--- config.mk ---
export PLATFORM = sky130hd
export DESIGN_NAME = awgn_noise_mult_flat
export DESIGN_NICKNAME = d
export VERILOG_FILES = /design/src/rtl/awgn_noise_mult_if.sv /design/src/rtl/awgn_noise_mult.sv /design/src/flat_wrapper.sv
export SDC_FILE = /design/constraint.sdc
export NUM_CORES = 1
export LEC_CHECK = 0
export ABC_AREA = 1
export CAP_MARGIN = 20
export CORE_MARGIN = 4
export CORE_UTILIZATION = 55
export DETAILED_ROUTE_END_ITERATION = 10
export PLACE_DENSITY = 0.8
export REMOVE_ABC_BUFFERS = 1
export SKIP_CTS_REPAIR_TIMING = 1
export SLEW_MARGIN = 20
export SYNTH_ARGS = -nofsm -noshare
export SYNTH_HDL_FRONTEND = slang
export SYNTH_SLANG_ARGS = --single-unit
--- constraint.sdc ---
create_clock -name clk -period 10.65 [get_ports clk]
set_input_delay 2.13 -clock clk [delete_from_list [all_inputs] [get_ports clk]]
set_output_delay 2.13 -clock clk [all_outputs]
set_load 0.02 [all_outputs]
--- src/rtl/awgn_noise_mult_if.sv ---
// Sample-pair bus for the final Box-Muller stage: radius and sin/cos inputs
// from upstream, and the buffered valid/ready Gaussian output.
interface awgn_noise_mult_if #(
    parameter int LEVEL_W = 3
);
    logic [15:0]        f_e;
    logic [15:0]        g0;
    logic [15:0]        g1;
    logic               g_valid;
    logic               out_ready;
    logic               out_valid;
    logic [15:0]        x0;
    logic [15:0]        x1;
    logic [15:0]        drop_cnt;
    logic [LEVEL_W-1:0] fifo_level;

    // Upstream producer / downstream consumer side
    modport master (
        output f_e, g0, g1, g_valid, out_ready,
        input  out_valid, x0, x1, drop_cnt, fifo_level
    );

    // The noise multiplier itself
    modport slave (
        input  f_e, g0, g1, g_valid, out_ready,
        output out_valid, x0, x1, drop_cnt, fifo_level
    );
endinterface

--- src/rtl/awgn_noise_mult.sv ---
// Final Box-Muller stage: x = f_e * (+/-g), rounded to Q4.11 two's complement,
// buffered in a small first-word-fall-through FIFO with a drop counter.
module awgn_noise_mult #(
    parameter int F_DELAY    = 3,
    parameter int OUT_SHIFT  = 0,
    parameter int FIFO_DEPTH = 4
) (
    input  logic              clk,
    input  logic              reset,
    awgn_noise_mult_if.slave  bus
);
    localparam int K     = 17 + OUT_SHIFT;
    // Only product bits [30:K-1] influence the rounded result, so S1 keeps those.
    localparam int P_W   = 32 - K;
    localparam int PTR_W = $clog2(FIFO_DEPTH);
    localparam int LVL_W = PTR_W + 1;
    localparam logic [LVL_W-1:0] FULL_LVL = LVL_W'(FIFO_DEPTH);

    // ---------------- f_e alignment delay line ----------------
    logic [15:0] f_d;

    if (F_DELAY == 0) begin : g_no_delay
        assign f_d = bus.f_e;
    end else begin : g_delay
        logic [15:0] dly_q [F_DELAY];

        // Shift f_e down the delay line every cycle.
        // NOTE: sequential state uses non-blocking (<=) so every stage samples the pre-edge value.
        always_ff @(posedge clk or negedge reset) begin
            if (!reset) begin
                for (int i = 0; i < F_DELAY; i++) dly_q[i] <= '0;
            end else begin
                dly_q[0] <= bus.f_e;
                for (int i = 1; i < F_DELAY; i++) dly_q[i] <= dly_q[i-1];
            end
        end

        assign f_d = dly_q[F_DELAY-1];
    end

    // ---------------- S1: magnitude products ----------------
    logic [P_W-1:0] pk0_d, pk1_d, pk0_q, pk1_q;
    logic           s0_q, s1_q, v1_q;

    assign pk0_d = P_W'(({15'd0, f_d} * {16'd0, bus.g0[14:0]}) >> (K - 1));
    assign pk1_d = P_W'(({15'd0, f_d} * {16'd0, bus.g1[14:0]}) >> (K - 1));

    // Register the truncated products with their signs and valid.
    always_ff @(posedge clk or negedge reset) begin
        if (!reset) begin
            pk0_q <= '0;
            pk1_q <= '0;
            s0_q  <= 1'b0;
            s1_q  <= 1'b0;
            v1_q  <= 1'b0;
        end else begin
            pk0_q <= pk0_d;
            pk1_q <= pk1_d;
            s0_q  <= bus.g0[15];
            s1_q  <= bus.g1[15];
            v1_q  <= bus.g_valid;
        end
    end

    // ---------------- S2: round half up, apply sign ----------------
    logic [15:0] m0, m1, x0_s2_d, x1_s2_d, x0_s2_q, x1_s2_q;
    logic        v2_q;

    // Round on bit K-1 and negate for a set sign bit; -0 collapses to 0.
    // NOTE: every always_comb output gets a default first so no latch can be inferred.
    always_comb begin
        m0      = 16'({1'b0, pk0_q[P_W-1:1]}) + 16'(pk0_q[0]);
        m1      = 16'({1'b0, pk1_q[P_W-1:1]}) + 16'(pk1_q[0]);
        x0_s2_d = s0_q ? (16'd0 - m0) : m0;
        x1_s2_d = s1_q ? (16'd0 - m1) : m1;
    end

    // Register the signed samples and their valid.
    always_ff @(posedge clk or negedge reset) begin
        if (!reset) begin
            x0_s2_q <= '0;
            x1_s2_q <= '0;
            v2_q    <= 1'b0;
        end else begin
            x0_s2_q <= x0_s2_d;
            x1_s2_q <= x1_s2_d;
            v2_q    <= v1_q;
        end
    end

    // ---------------- Output FIFO ----------------
    logic [31:0]      mem_q [FIFO_DEPTH];
    logic [PTR_W-1:0] wr_ptr_q, wr_ptr_d, rd_ptr_q, rd_ptr_d;
    logic [LVL_W-1:0] count_q, count_d;
    logic [15:0]      drop_q, drop_d;
    logic [31:0]      last_q, last_d;
    logic             pop, push_acc, drop;

    // Handshake decode and next-state for pointers, level, drop count and hold value.
    always_comb begin
        pop      = (count_q != '0) && bus.out_ready;
        push_acc = v2_q && ((count_q != FULL_LVL) || pop);
        drop     = v2_q && (count_q == FULL_LVL) && !pop;
        wr_ptr_d = push_acc ? wr_ptr_q + 1'b1 : wr_ptr_q;
        rd_ptr_d = pop ? rd_ptr_q + 1'b1 : rd_ptr_q;
        count_d  = count_q;
        case ({push_acc, pop})
            2'b10:   count_d = count_q + 1'b1;
            2'b01:   count_d = count_q - 1'b1;
            default: count_d = count_q;
        endcase
        drop_d   = (drop && (drop_q != 16'hFFFF)) ? drop_q + 1'b1 : drop_q;
        last_d   = pop ? mem_q[rd_ptr_q] : last_q;
    end

    // FIFO control state; reset flushes everything in flight.
    always_ff @(posedge clk or negedge reset) begin
        if (!reset) begin
            wr_ptr_q <= '0;
            rd_ptr_q <= '0;
            count_q  <= '0;
            drop_q   <= '0;
            last_q   <= '0;
        end else begin
            wr_ptr_q <= wr_ptr_d;
            rd_ptr_q <= rd_ptr_d;
            count_q  <= count_d;
            drop_q   <= drop_d;
            last_q   <= last_d;
        end
    end

    // Store accepted pairs.
    // NOTE: storage is not reset; the level counter decides which entries are meaningful.
    always_ff @(posedge clk) begin
        if (push_acc) mem_q[wr_ptr_q] <= {x0_s2_q, x1_s2_q};
    end

    assign bus.out_valid  = (count_q != '0);
    assign bus.fifo_level = count_q;
    assign bus.drop_cnt   = drop_q;
    assign bus.x0         = bus.out_valid ? mem_q[rd_ptr_q][31:16] : last_q[31:16];
    assign bus.x1         = bus.out_valid ? mem_q[rd_ptr_q][15:0]  : last_q[15:0];
endmodule
--- src/flat_wrapper.sv ---
// flat-port wrapper written by rule: the top's interface ports become plain ports
module awgn_noise_mult_flat 
#(
    parameter int F_DELAY    = 3,
    parameter int OUT_SHIFT  = 0,
    parameter int FIFO_DEPTH = 4
)
  (clk, reset, bus_f_e, bus_g0, bus_g1, bus_g_valid, bus_out_ready, bus_out_valid, bus_x0, bus_x1, bus_drop_cnt, bus_fifo_level);
  awgn_noise_mult_if bus_i ();
  input  logic clk;
  input  logic reset;
  input wire logic [$bits(bus_i.f_e)-1:0] bus_f_e;
  input wire logic [$bits(bus_i.g0)-1:0] bus_g0;
  input wire logic [$bits(bus_i.g1)-1:0] bus_g1;
  input wire logic [$bits(bus_i.g_valid)-1:0] bus_g_valid;
  input wire logic [$bits(bus_i.out_ready)-1:0] bus_out_ready;
  output wire logic [$bits(bus_i.out_valid)-1:0] bus_out_valid;
  output wire logic [$bits(bus_i.x0)-1:0] bus_x0;
  output wire logic [$bits(bus_i.x1)-1:0] bus_x1;
  output wire logic [$bits(bus_i.drop_cnt)-1:0] bus_drop_cnt;
  output wire logic [$bits(bus_i.fifo_level)-1:0] bus_fifo_level;
  assign bus_i.f_e = bus_f_e;
  assign bus_i.g0 = bus_g0;
  assign bus_i.g1 = bus_g1;
  assign bus_i.g_valid = bus_g_valid;
  assign bus_i.out_ready = bus_out_ready;
  assign bus_out_valid = bus_i.out_valid;
  assign bus_x0 = bus_i.x0;
  assign bus_x1 = bus_i.x1;
  assign bus_drop_cnt = bus_i.drop_cnt;
  assign bus_fifo_level = bus_i.fifo_level;
  awgn_noise_mult #(.F_DELAY(F_DELAY), .OUT_SHIFT(OUT_SHIFT), .FIFO_DEPTH(FIFO_DEPTH)) u_core (.clk(clk), .reset(reset), .bus(bus_i));
endmodule
# --- Word-level counts from Yosys, hierarchy flattened ---
# Memories as Yosys holds them, arrays and structs flattened.
# Index checks and enable logic that the tools add are counted.
word_totals:
  ff_bits: 169
  latchBits: 0
  mem_bits_rw: 128
  romBits: 0
  in_bits: 52
  output_inout_bits: 52
  elab_cells: 49
  mem_count: 1
op_classes:
  add_sub_neg: 9
  multipliers: 2
  div: 0
  magnitude_cmp: 0
  eq_ne: 5
  shift: 0
  muxes: 7
  bitwise_logic: 0
  reduce_logical: 9
memory_table:
  columns: ["name", "depth", "width", "read_ports", "rd_ports_with_merged_regs", "wr", "line_no", "rtl"]
  rows:
  - ["u_core.mem_q", 4, 32, 1, 0, 1, "awgn_noise_mult.sv:92", "logic [31:0] mem_q [FIFO_DEPTH];"]
op_table:
  columns: ["op", "count"]
  rows:
  - ["two-way mux 16 bit", 4]
  - ["multiplier 16 x 15 -> 31 bit", 2]
  - ["subtractor 1 x 16 -> 16 bit, first input constant", 2]
  - ["adder 14 x 1 -> 15 bit", 2]
  - ["adder 16 x 1 -> 16 bit, second input constant", 1]
  - ["inequality test 16 bit, second input constant", 1]
  - ["case mux 3 bit (2 select lines)", 1]
  - ["logical AND 1 bit", 5]
  - ["adder 2 x 1 -> 2 bit, second input constant", 2]
  - ["adder 3 x 1 -> 3 bit, second input constant", 1]
  - ["equality test 3 bit, second input constant", 1]
  - ["inequality test 3 bit, second input constant", 1]
  - ["nonzero test 3 bit", 1]
  - ["subtractor 3 x 1 -> 3 bit, second input constant", 1]
  - ["equality test 2 x 1 -> 1 bit, second input constant", 1]
  - ["equality test 2 bit, second input constant", 1]
  - ["two-way mux 1 bit", 2]
  - ["nonzero test 2 bit", 1]
  - ["zero test 1 bit", 1]
  - ["logical OR 1 bit", 1]

# --- Depth between registers and ports, before layout ---
depth:
  ltp_word: 6
  mapped_depth: 27

# --- Worst setup path after synthesis ---
# Ideal clock, no wire load.
synth_timing:
  path_type: "input -> register"
  from: "in bus_g0[6]"
  to: "reg u_core.pk0_q[11]"
  setup_time_ns: 0.117
  arrival_ns: 6.960
  slack_ns: 3.574
  stages: 22
  path_cell_list: "clkbuf_1 clkbuf_1 nand2_1 fa_1 fa_1 inv_1 fa_1 fa_1 fa_1 inv_1 fa_1 inv_1 ha_1 nand2_1 nor2_1 inv_1 nor3_1 nand2_1 nor3_1 nand2_1 nand3_1 nand2_1"
synth_between:
  elab_chain_cells: 1
synth_lines:
  columns: ["item", "line_no", "rtl"]
  rows:
  - ["start: declaration", "flat_wrapper.sv:13", "input wire logic [$bits(bus_i.g0)-1:0] bus_g0;"]
  - ["multiplier 16 x 15 -> 31 bit", "awgn_noise_mult.sv:45", "assign pk0_d = P_W'(({15'd0, f_d} * {16'd0, bus.g0[14:0]}) >> (K - 1));"]
  - ["via u_core.pk0_d[11]", "awgn_noise_mult.sv:42", "logic [P_W-1:0] pk0_d, pk1_d, pk0_q, pk1_q;"]
  - ["end signal: assignment", "awgn_noise_mult.sv:57", "pk0_q <= pk0_d;"]
  - ["end: declaration", "awgn_noise_mult.sv:42", null]
# The timed path passes the listed nets, and every way through them passes these cells.
# A chain may end at the register's enable or synchronous reset.

# --- Worst setup path after layout ---
# Ends and elaborated chain as after synthesis.

==> impl_metrics.tcl <==
set metrics [dict create \
    wl_per_cell_um 15.57 \
    clock-sinks 297 \
    drc 0 \
    synthToLayoutAreaGrowth_pct 8.845 \
    synthCells 3421 \
    crit_path_end_kind "register" \
    clkTransAtPathRegs_ns 0.06 \
    finalMaxSlewViolations 0 \
    layout_common_cells "987 x nand2_1, 817 x inv_1, 359 x fa_1, 196 x ha_1, 165 x dfrtp_1" \
    synth.area.mux_share_pct 0 \
    fin_crit_sh_pct 70.05 \
    critPathKind "input port to register" \
    nets 4043 \
    postRouteWirelength_um 64440 \
    setup_ws_ns 3.190 \
    antenna_left 0 \
    ys_types 41 \
    rsz0062_at_grt "false" \
    layout-drive-gt1-share_pct 3.440 \
    cp.arrival_ns 7.88 \
    min_path_type "register to register" \
    dieWidth_um 236.0 \
    crit_top_cell "fa_1" \
    core_area_um2 51410 \
    htreeDepth 1 \
    synth_compound_area_share_pct 5.681 \
    synth_top_family_by_area "adder cells" \
    grt_pass1_wl_um 107600 \
    yosysTopAreaCell "fa_1" \
    slowest_stage "clkdlybuf4s50_1" \
    vias 21490 \
    synthTopCellsByArea "fa_1 25%, dfrtp_1 15%, edfxtp_1 13%" \
    netlist_area_um2 28590 \
    grt-ovfl-total 0 \
    grt_pass1_vias 21900 \
    row_count 83 \
    status "completed" \
    synth-simple-area-share_pct 18.12 \
    clk_latency_ns 0.54 \
    hpwlAfterDp_um 47830 \
    ys_seq_area_share_pct 28.24 \
    vias_per_cell 5.193 \
    numCtsBuffers 29 \
    fmax_ghz 0.1340 \
    path_buf_inv 5 \
    portBuffers 103 \
    yosys_warnings 0 \
    synth-xor-area-share_pct 1.563 \
    syn_avg_cell_area_um2 8.356 \
    grt.total_usage_pct 23.36 \
    start_util_pct 55.61 \
    tightest_slew_ns 0.9172 \
    grt_max_degree 102 \
    relSlewSlack_pct 38.86 \
    io_pins 104 \
    synth-seq-cells 297 \
    start_kind "input port" \
    setup_viol 0 \
    critical-path-top-delay-family "adder cells" \
    finalInstanceArea_um2 31120 \
    critPathMaxFanout 16 \
    drtPass1Iterations 5 \
    final.setup_skew_ns 0.01719 \
    tritoncts "built" \
    critPathMaxStageDelay_ns 0.92 \
    diodes 0 \
    hold_viol_final 0 \
    mostFrequentLayoutCell "nand2_1" \
    cap_violations 0 \
    die_h_um 236.0 \
    place.gp.congestion 0.9362 \
    dpl_cell_area_um2 30100 \
    dieArea_um2 55690 \
    cts-root-buf "clkbuf_16" \
    synth_fa_ha_area_share_pct 33.72 \
    critPathRequiredTime_ns 11.07 \
    clockBufferDepth 3 \
    setup_tns_ns 0 \
    synth.top_cell.area_share_pct 25.14 \
    fin_crit_ns 7.460 \
    pre_cts_slack_ns 2.724 \
    whs_ns 0.3469 \
    antenna_found_initial 2 \
    drt_iter0_markers 1589 \
    cp_cell_sequence "clkdlybuf4s50_1 > nand2_1 > fa_1 > fa_1 > inv_1 > fa_1 > fa_1 > fa_1 > inv_1 > fa_1 > inv_1 > ha_1 > nand2_1 > nor2_1 > inv_1 > nor3_1 > nand2_1 > nor3_1 > nand2_1 > nand3_1 > nand2_1" \
]
## worst paths after layout
check | start | end | slack, ns | cells past startpoint
worst max-delay path | bus_g0[6] | u_core.pk0_q[11] | 3.19 | 21
worst max register to register | u_core.f_d[5] | u_core.pk0_q[11] | 4.84 | 20
worst min-delay path | u_core.g_delay.dly_q[27] | u_core.f_d[11] | 0.35 | 0
worst min register to register | u_core.g_delay.dly_q[27] | u_core.f_d[11] | 0.35 | 0
min in group asynchronous | reset | u_core.last_q[1] | 1.68 | 1
max in group asynchronous | reset | u_core.rd_ptr_q[0] | 7.49 | 2
## cell usage after synthesis
cell type,count
a21boi_0,5
a21oi_1,92
ha_1,196
nor4_1,1
nand3b_4,1
o21ai_2,1
nand4_1,19
nor2_4,6
fa_1,359
nor3b_1,1
o21bai_2,1
nor2_1,120
clkbuf_1,126
o21ai_1,6
edfxtp_1,128
a21o_1,15
nand3_2,2
inv_2,4
inv_1,818
nand3_1,87
xnor2_1,19
a32o_1,32
a31oi_1,4
nand2b_1,1
nand2_1,987
and2_0,1
nand2_4,2
nor2_2,10
o21ai_0,107
buf_1,6
o211ai_1,1
dfrtp_1,169
nor3_1,23
o21a_1,3
nand2_2,11
and2_1,3
xor2_1,32
o21bai_1,7
buf_2,9
nor3_2,1
nand3b_1,5
## routing by layer
layer	GRT usage (%)	wire (um)	up-vias
li1	-	-	10230
met1	31.95	26890	10370
met2	39.23	30910	771
met3	4.244	5194	116
met4	5.428	1445	0
met5	0	0	-
## flip-flops by register name, summed over array words and instances (netlist names), 2 cells and up
register               cells
u_core.wr_ptr_q            2
u_core.last_q             32
u_core.x0_s2_q            16
u_core.g_delay.dly_q      32
u_core.pk0_q              15
u_core.f_d                16
u_core.bus.fifo_level      3
u_core.mem_q             128
u_core.x1_s2_q            16
u_core.pk1_q              15
u_core.bus.drop_cnt       16
u_core.rd_ptr_q            2
## kinds of logic (layout without fill, tap and decap cells)
family / after synthesis / after routing
DFF: 297 / 297
buffers and inverters: 963 / 1001
xor gates and xnor gates: 51 / 51
adders and majority gates: 555 / 555
AOI/OAI and AO/OA: 274 / 274
and+or+nand+nor: 1281 / 1281
## area by class of cell
type	count	area, um2
timing repair buffer	125	1210
sequential	297	8078
clock buffer	43	874.6
inverter	822	3087
tap	680	850.8
clock inverter	11	117.6
fill	4317	20290
multi-input combinational	2161	16900
## metrics by stage
stage                     std cells  util [%]
after floorplan                3280         -
after global placement         4084     58.56
after detailed placement       4084     58.56
after CTS                      4138     60.49
after global routing           4139     60.53
final                          4139     60.53
Power is not shown: default switching activity piles up to over one toggle a cycle in this logic, so the estimate is an artifact.
